--- config.mk ---
export PLATFORM = sky130hd
export DESIGN_NAME = dot_mac_unit
export DESIGN_NICKNAME = d
export VERILOG_FILES = /design/src/rtl/dot_mac_unit.sv
export SDC_FILE = /design/constraint.sdc
export NUM_CORES = 1
export LEC_CHECK = 0
export CORE_ASPECT_RATIO = 1.2
export CORE_MARGIN = 4
export CORE_UTILIZATION = 40
export CTS_BUF_LIST = sky130_fd_sc_hd__clkbuf_4 sky130_fd_sc_hd__clkbuf_8 sky130_fd_sc_hd__clkbuf_16
export CTS_CLUSTER_DIAMETER = 80
export DETAILED_ROUTE_END_ITERATION = 10
export GPL_TIMING_DRIVEN = 0
export HOLD_SLACK_MARGIN = 0.15
export PLACE_DENSITY = 0.57
export SLEW_MARGIN = 30
export SYNTH_ARGS = -nofsm -noshare
export SYNTH_HDL_FRONTEND = slang
export SYNTH_SLANG_ARGS = --single-unit
--- constraint.sdc ---
create_clock -name clk -period 8.94 [get_ports clk]
set_input_delay 1.788 -clock clk [delete_from_list [all_inputs] [get_ports clk]]
set_output_delay 1.788 -clock clk [all_outputs]
set_load 0.1 [all_outputs]
--- src/rtl/dot_mac_unit.sv ---
// dot_mac_unit: two-stage multi-lane dot-product MAC with valid/ready result port.
// Optional macro SATURATE_EN: clamp the accumulator on overflow instead of wrapping.
module dot_mac_unit #(
    parameter int DATA_W = 8,
    parameter int LANES  = 4,
    parameter int ACC_W  = 24,
    parameter int CNT_W  = 8
) (
    input  logic                    clk,
    input  logic                    reset,
    input  logic                    in_valid,
    output logic                    in_ready,
    input  logic                    in_last,
    input  logic                    signed_mode,
    input  logic [LANES*DATA_W-1:0] a,
    input  logic [LANES*DATA_W-1:0] b,
    output logic                    out_valid,
    input  logic                    out_ready,
    output logic [ACC_W-1:0]        out_data,
    output logic [CNT_W-1:0]        out_count,
    output logic                    out_overflow
);

    localparam int PW = 2 * DATA_W;

    typedef enum logic [1:0] {
        S_EMPTY,
        S_PARTIAL,
        S_DONE
    } state_t;

    state_t                     r_state;
    state_t                     w_state_nxt;

    logic                       w_adv;
    logic                       w_accept;
    logic                       w_fire;
    logic                       w_mode;
    logic                       w_partial;

    logic                       r_in_first;
    logic                       r_in_mode;

    logic                       r_s1_valid;
    logic                       r_s1_last;
    logic                       r_s1_mode;
    logic [LANES-1:0][PW-1:0]   r_s1_prod;
    logic [LANES-1:0][PW-1:0]   w_prod;

    logic [LANES-1:0][ACC_W-1:0] w_ext;
    logic [ACC_W-1:0]           w_sum;
    logic [ACC_W-1:0]           w_base;
    logic [ACC_W:0]             w_wide;
    logic                       w_ovf;
    logic                       w_ovf_base;
    logic [ACC_W-1:0]           w_acc_nxt;
    logic [CNT_W-1:0]           w_cnt_base;
    logic [CNT_W-1:0]           w_cnt_nxt;

    logic [ACC_W-1:0]           r_acc;
    logic [CNT_W-1:0]           r_cnt;
    logic                       r_ovf;

    logic [ACC_W-1:0]           r_out_data;
    logic [CNT_W-1:0]           r_out_count;
    logic                       r_out_ovf;

`ifdef SATURATE_EN
    localparam logic [ACC_W-1:0] U_MAX = '1;
    localparam logic [ACC_W-1:0] S_MAX = {1'b0, {(ACC_W-1){1'b1}}};
    localparam logic [ACC_W-1:0] S_MIN = {1'b1, {(ACC_W-1){1'b0}}};
    logic                       r_sat;
    logic                       w_sat_base;
    logic                       w_sat_nxt;
`endif

    // Whole pipeline stalls only while a finished result is being held back.
    assign out_valid = (r_state == S_DONE);
    assign in_ready  = !(out_valid && !out_ready);
    assign w_adv     = in_ready;
    assign w_accept  = in_valid && in_ready;
    assign w_fire    = r_s1_valid && w_adv;
    assign w_partial = (r_state == S_PARTIAL);

    // Mode is taken from the first beat and reused for the rest of the vector.
    assign w_mode = r_in_first ? signed_mode : r_in_mode;

    genvar gi;
    for (gi = 0; gi < LANES; gi++) begin : g_lane
        logic [DATA_W-1:0] w_a;
        logic [DATA_W-1:0] w_b;
        logic [PW-1:0]     w_ax;
        logic [PW-1:0]     w_bx;
        assign w_a  = a[gi*DATA_W +: DATA_W];
        assign w_b  = b[gi*DATA_W +: DATA_W];
        assign w_ax = w_mode ? PW'($signed(w_a)) : PW'(w_a);
        assign w_bx = w_mode ? PW'($signed(w_b)) : PW'(w_b);
        // Low PW bits of the extended product are the exact lane product.
        assign w_prod[gi] = w_ax * w_bx;
        assign w_ext[gi]  = r_s1_mode ? ACC_W'($signed(r_s1_prod[gi]))
                                      : ACC_W'(r_s1_prod[gi]);
    end

    // Adder tree over the extended lane products; fits ACC_W by construction.
    always_comb begin
        w_sum = '0;
        for (int i = 0; i < LANES; i++) begin
            w_sum = w_sum + w_ext[i];
        end
    end

    assign w_base     = w_partial ? r_acc : '0;
    assign w_cnt_base = w_partial ? r_cnt : '0;
    assign w_ovf_base = w_partial && r_ovf;
    assign w_cnt_nxt  = (&w_cnt_base) ? w_cnt_base : w_cnt_base + CNT_W'(1);

    assign w_wide = {r_s1_mode & w_base[ACC_W-1], w_base}
                  + {r_s1_mode & w_sum[ACC_W-1], w_sum};
    assign w_ovf  = r_s1_mode ? (w_wide[ACC_W] ^ w_wide[ACC_W-1])
                              : w_wide[ACC_W];

`ifdef SATURATE_EN
    assign w_sat_base = w_partial && r_sat;
`endif

    // Next accumulator value: wrap by default, clamp and pin when saturating.
    always_comb begin
        w_acc_nxt = w_wide[ACC_W-1:0];
`ifdef SATURATE_EN
        w_sat_nxt = w_sat_base;
        if (w_sat_base) begin
            w_acc_nxt = w_base;
        end else if (w_ovf) begin
            w_sat_nxt = 1'b1;
            if (!r_s1_mode) begin
                w_acc_nxt = U_MAX;
            end else if (w_wide[ACC_W]) begin
                w_acc_nxt = S_MIN;
            end else begin
                w_acc_nxt = S_MAX;
            end
        end
`endif
    end

    // Input-side tracking of vector start and the latched operand mode.
    always_ff @(posedge clk) begin
        if (reset) begin
            r_in_first <= 1'b1;
            r_in_mode  <= 1'b0;
        end else if (w_accept) begin
            r_in_first <= in_last;
            if (r_in_first) begin
                r_in_mode <= signed_mode;
            end
        end
    end

    // S1: register lane products and beat tags on every pipeline advance.
    always_ff @(posedge clk) begin
        if (reset) begin
            r_s1_valid <= 1'b0;
            r_s1_last  <= 1'b0;
            r_s1_mode  <= 1'b0;
            r_s1_prod  <= '0;
        end else if (w_adv) begin
            r_s1_valid <= in_valid;
            if (in_valid) begin
                r_s1_last <= in_last;
                r_s1_mode <= w_mode;
                r_s1_prod <= w_prod;
            end
        end
    end

    // Accumulator state register.
    always_ff @(posedge clk) begin
        if (reset) begin
            r_state <= S_EMPTY;
        end else begin
            r_state <= w_state_nxt;
        end
    end

    // Accumulator next state: beats move toward DONE, a handshake drains it.
    always_comb begin
        w_state_nxt = r_state;
        unique case (r_state)
            S_EMPTY, S_PARTIAL: begin
                if (w_fire) begin
                    w_state_nxt = r_s1_last ? S_DONE : S_PARTIAL;
                end
            end
            S_DONE: begin
                if (w_fire) begin
                    w_state_nxt = r_s1_last ? S_DONE : S_PARTIAL;
                end else if (out_ready) begin
                    w_state_nxt = S_EMPTY;
                end
            end
            default: w_state_nxt = S_EMPTY;
        endcase
    end

    // S2: accumulate a beat, or clear everything when the vector completes.
    always_ff @(posedge clk) begin
        if (reset) begin
            r_acc <= '0;
            r_cnt <= '0;
            r_ovf <= 1'b0;
        end else if (w_fire) begin
            if (r_s1_last) begin
                r_acc <= '0;
                r_cnt <= '0;
                r_ovf <= 1'b0;
            end else begin
                r_acc <= w_acc_nxt;
                r_cnt <= w_cnt_nxt;
                r_ovf <= w_ovf_base | w_ovf;
            end
        end
    end

`ifdef SATURATE_EN
    // Sticky clamp flag, held for the remainder of the vector.
    always_ff @(posedge clk) begin
        if (reset) begin
            r_sat <= 1'b0;
        end else if (w_fire) begin
            r_sat <= r_s1_last ? 1'b0 : w_sat_nxt;
        end
    end
`endif

    // Result registers load on the last beat and hold through backpressure.
    always_ff @(posedge clk) begin
        if (reset) begin
            r_out_data  <= '0;
            r_out_count <= '0;
            r_out_ovf   <= 1'b0;
        end else if (w_fire && r_s1_last) begin
            r_out_data  <= w_acc_nxt;
            r_out_count <= w_cnt_nxt;
            r_out_ovf   <= w_ovf_base | w_ovf;
        end
    end

    assign out_data     = r_out_data;
    assign out_count    = r_out_count;
    assign out_overflow = r_out_ovf;

endmodule

# Word-level counts from Yosys, hierarchy flattened
# Cells that the tools add are included.
# totals
word_cells	71
out_inout_bits	35
regBits	137
inputBits	70
# classes
n_eq_ne	4
n_mux	25
add_sub_neg	5
multipliers	4
n_reduce_logical	12
bitwise	5
# ops
op	count
$mux 24	6
$mux 16	8
$add 24x24->24	3
$mul 16x16->16	4
$add 25x25->25	1
$mux 8	3
$add 8x1->8 const B	1
$mux 2	4
$reduce_and 8->1	1
$logic_and 1x1->1	5
$pmux 2 s2	1
$reduce_and 2->1	2
$mux 1	3
$ne 3x1->1 const B	1
$and 1x1->1	2
$eq 2x1->1 const B	1
$eq 2x2->1 const B	1
$logic_not 1->1	2
$logic_not 2->1	1
$ne 2x2->1 const B	1
$reduce_or 2->1	1
$not 1->1	1
$or 1x1->1	1
$xor 1x1->1	1

# Longest topological paths before layout
# Gate-level depths: netlist of run 1.
# logic_depth
depth_word	10
ltp_mapped	26
ltp_nobuf	26

# Worst setup path before layout of run 1
# Ideal clock, no wire load.
# synth_timing
kind	input -> register
start	input port signed_mode
end	register r_s1_prod[13] (netlist bit)
path_buffers	3
t_required_ns	8.823
path_stages	19
t_arrival_ns	7.276
setup_ns	0.117
path_slack_ns	1.547
cell_sequence	mux2_2 clkbuf_1 clkbuf_1 clkbuf_1 nand3_1 inv_1 fa_1 inv_1 fa_1 fa_1 fa_1 inv_1 fa_1 fa_1 ha_1 o21a_1 o31a_1 or3_1 a32o_1
# synth_between
elab_chain_cells	3
word_cells_on_any_way	4
cone_classes	mul (1); mux (3)
# synth_rtl
item	line_no	rtl
start: declaration	14	input logic signed_mode,
$mux 1 *	-	
$mux 16, on equally long branches	96, 97	
$mul 16x16->16 *	99	assign w_prod[gi] = w_ax * w_bx;
end signal: assignment	171	r_s1_prod <= w_prod;
end: declaration	47	logic [LANES-1:0][PW-1:0] r_s1_prod;
# Mark *: on every way between the ends. The rest lies on a longest branch, timed or not.
# A chain may end at the register's enable or synchronous reset.

# Worst setup path after layout of run 1
# layout_timing
start	input port signed_mode
end	register r_s1_prod[31] (netlist bit)
# The elaborated chain is that of the path after synthesis.

==> results of run 1 <==
worst reg2reg max path, cell delays in order (launching register included):
cell	delay [ns]
dfxtp_1	0.30
buf_2	0.18
mux2_2	0.61
clkbuf_2	0.56
nand3_1	0.27
inv_1	0.15
fa_1	0.45
inv_1	0.21
fa_1	0.50
fa_1	0.51
fa_1	0.54
inv_1	0.05
fa_1	0.48
inv_1	0.05
fa_1	0.47
inv_1	0.04
ha_1	0.31
o21a_1	0.18
o31a_1	0.12
o41ai_2	0.23
xnor2_1	0.29
a211oi_1	0.14
sequential cells by signal, indices dropped and copies added (netlist names):
| signal | count |
|---|---|
| out_count | 8 |
| out_data | 24 |
| out_overflow | 1 |
| r_acc | 24 |
| r_cnt | 8 |
| r_in_first | 1 |
| r_in_mode | 1 |
| r_ovf | 1 |
| r_s1_last | 1 |
| r_s1_prod | 64 |
| r_s1_valid | 1 |
| r_state | 2 |
power by group through the flow:
stage | clock network, mW | registers [mW] | logic [mW]
5_1_grt | 0.769 | 0.786 | 6.25
4_1_cts | 0.741 | 0.773 | 5.55
3_3_place_gp | 0 | 0.781 | 5.41
2_1_floorplan | 0 | 0.819 | 4.17
3_5_place_dp | 0 | 0.786 | 5.50
6_report | 0.727 | 0.774 | 5.45
metal layers:
layer / track usage / vias up
li1: - / 7999
met1: 0.231 / 8182
met2: 0.340 / 242
met3: 0.0183 / 54
met4: 0.0402 / 0
met5: 0 / -
final cells by class:
class | instances | area, um^2
Tap cell | 712 | 891
Sequential cell | 136 | 2720
Fill cell | 5372 | 29700
Clock inverter | 14 | 159
Timing Repair Buffer | 90 | 901
Multi-Input combinational cell | 1767 | 16800
Clock buffer | 18 | 439
Inverter | 535 | 2010
Buffer | 75 | 284
cells by family after synthesis:
logic type               Yosys count
AO/OA/AOI/OAI                    322
XOR/XNOR                         160
adder cells (fa/ha/maj)          584
buffers and inverters            612
flip-flops                       136
multiplexers                       5
AND/OR/NAND/NOR                  696
path summary, 6_finish.rpt:
kind / endpoint / slack, ns / cells past startpoint
setup reg to reg: r_s1_prod[31] / 2.17 / 21
hold reg to reg: out_data[14] / 0.45 / 2
hold / removal: out_data[14] / 0.45 / 2
setup / recovery: r_s1_prod[31] / 0.74 / 21
metrics by stage:
step / utilization / TNS (ns) / power (mW) / instance area (um^2)
after floorplan: - / 0 / 4.99 / 21800
after global placement: 0.438 / -18.12 / 6.19 / 23600
after detailed placement: 0.438 / -19.80 / 6.28 / 23600
after CTS: 0.450 / 0 / 7.07 / 24200
after global routing: 0.449 / 0 / 7.80 / 24200
final: 0.449 / 0 / 6.95 / 24200
cells in the final DEF (no fill, tap or decap), types with 27 or more instances in the layout:
master           count
nor2_1              94
dfxtp_1            136
o21ai_0             30
inv_1              534
clkbuf_1            71
nand3_1             28
and2_1             172
xor2_1              29
a21oi_1            130
clkdlybuf4s50_1     90
a22oi_1             27
fa_1               344
nand2_1            300
ha_1               240
xnor2_1            130
and3_1              40
timing repair:
item / CTS / global route
setup buffers: 0 / 0
endpoints found under the setup margin: 16 / 6
hold buffers: 0 / 0
resized for setup: 1 / 0
==> flow_metrics.py, run 1 <==
metrics = {
    "status": {
        "status": "finished, final reports clean",
    },
    "power": {
        "intPower_mw": 3.49,
        "total_leakage_power_nw": 11.6,
        "p_comb_frac": 0.784,
        "switching_share": 0.497,
        "peakVddDrop_mv": 0.168,
        "clkPwrFrac": 0.105,
        "p_sw_mw": 3.45,
        "pwr_density_cell_mw_per_mm2": 287,
        "power_frac_seq": 0.111,
    },
    "detailed_routing": {
        "drc": 0,
        "routed.top_layer": "met4",
        "vias": 16477,
        "drt-met1-wl_um": 22700,
        "wl_um": 52100,
        "wl_met2_um": 27100,
        "wl_per_cell_um": 15.6,
        "drtPass1Iterations": 5,
        "drt_iter0_drc": 733,
        "antenna_left": 0,
        "viasPerCell": 4.92,
        "dr_wl_met3_um": 1290,
    },
    "finish": {
        "antenna-diode-count": 0,
        "finalNetCount": 3276,
        "final_cells": 3347,
        "final_layout_size_suffix_gt1_frac": 0.0231,
        "areaGrowthSynthToFinish_pct": 10.9,
    },
    "clock_network": {
        "cts-root-buf": "clkbuf_16",
        "cts_tree": "done",
        "cts_buffer_depth": 2,
        "path_clk_slew_ns": 0.06,
        "cts_made_buffers": 17,
        "htree_num_levels": 4,
        "clock_sinks": 136,
        "clk_latency_ns": 0.44,
    },
    "logic_synthesis": {
        "synth-simple-area-share": 0.152,
        "synthTopCellsByCount": "534 x inv_1, 344 x fa_1, 300 x nand2_1",
        "syn_nets": 3169,
        "synthArstFlopShare": 0,
        "synth_top_family_by_area": "adder cells",
        "synth-xor-area-share": 0.0645,
        "netlist_instances": 2515,
        "yosys-top-cells-area": "fa_1 32%, ha_1 14%, dfxtp_1 12%, inv_1 9.2%, xnor2_1 5.2%",
        "synth_compound_area_frac": 0.0976,
        "synth_top_cell_by_area": "fa_1",
        "seq_area_frac_synth": 0.125,
        "ys_warn_count": 0,
        "avgSynthCellArea_um2": 8.68,
        "synthMostInstantiatedCell": "inv_1",
        "synth_edf_count": 0,
        "synth_adder_area_share": 0.453,
        "synth_area_mm2": 0.0218,
        "ys_seq_elements": 136,
        "ys_types": 67,
        "synth_top_area_share": 0.315,
        "synth_top_flop_cell": "dfxtp_1",
        "muxShareOfSynthArea": 0.00235,
    },
    "timing": {
        "setup_viol": 0,
        "tightest_slew_ns": 0.987,
        "slew_headroom": 0.340,
        "rsz0062_at_grt": "no",
        "period_share": 0.917,
        "fin_crit_ns": 8.20,
        "drv_slew": 0,
        "max_freq_mhz": 122,
        "timing.hold.ws_ns": 0.453,
        "final_hold_viol_count": 0,
        "finClkSkew_ns": 0.0131,
        "worst_slack_ns": 0.744,
    },
    "setup_path": {
        "critPathKind": "in -> reg",
        "crit_path_max_fanout": 23,
        "reg2reg_from": "r_in_mode",
        "cp_slowest_cell": "mux2_2",
        "crit_path_end_kind": "flip-flop",
        "worstSetupStartpointType": "primary input",
        "slowest_delay_ns": 0.61,
        "startpoint": "signed_mode",
        "path_delay_family": "adder cells",
        "cp_num_buf_inv": 7,
        "cp_common_cell": "fa_1",
        "cp_cell_sequence": "clkdlybuf4s50_1 -> mux2_2 -> clkbuf_2 -> nand3_1 -> inv_1 -> fa_1 -> inv_1 -> fa_1 -> fa_1 -> fa_1 -> inv_1 -> fa_1 -> inv_1 -> fa_1 -> inv_1 -> ha_1 -> o21a_1 -> o31a_1 -> o41ai_2 -> xnor2_1 -> a211oi_1",
        "arrival_ns": 8.48,
        "worstPathRequired_ns": 9.22,
    },
    "global_route": {
        "grt_usage": 0.183,
        "grt_overflow_total": 0,
        "grt_first_pass_wirelength_um": 88400,
        "grt_start_max_net_pins": 17,
        "antenna_found_initial": 0,
        "grt_pass1_vias": 17612,
    },
    "placement": {
        "dp_slack_ns": -1.41,
        "hpwl_um": 44800,
        "gp_congestion": 0.858,
        "dp_cells": 3317,
        "io_buffers": 90,
    },
    "die": {
        "die_w_um": 221,
        "core_area_mm2": 0.0539,
        "io_pins": 105,
        "die_area_mm2": 0.0584,
        "start_util": 0.405,
        "fp.dieH_um": 264,
        "num_rows": 93,
    },
    "flow_run": {
        "cap_viol_max_count": 0,
    },
    "min_path": {
        "min-delay-start": "out_data[14]",
        "hp-class": "reg -> reg",
    },
}
Note: power is estimated with default switching activity, not from simulation.
==> run 2: changes to the inputs <==
--- a/config.mk
+++ b/config.mk
@@ -10,6 +10,7 @@
 export CORE_UTILIZATION = 40
 export CTS_BUF_LIST = sky130_fd_sc_hd__clkbuf_4 sky130_fd_sc_hd__clkbuf_8 sky130_fd_sc_hd__clkbuf_16
 export CTS_CLUSTER_DIAMETER = 80
+export CTS_CLUSTER_SIZE = 30
 export DETAILED_ROUTE_END_ITERATION = 10
 export GPL_TIMING_DRIVEN = 0
 export HOLD_SLACK_MARGIN = 0.15
==> results of run 2 <==
No change in the layout: final DEF, timing and power equal those of run 1.
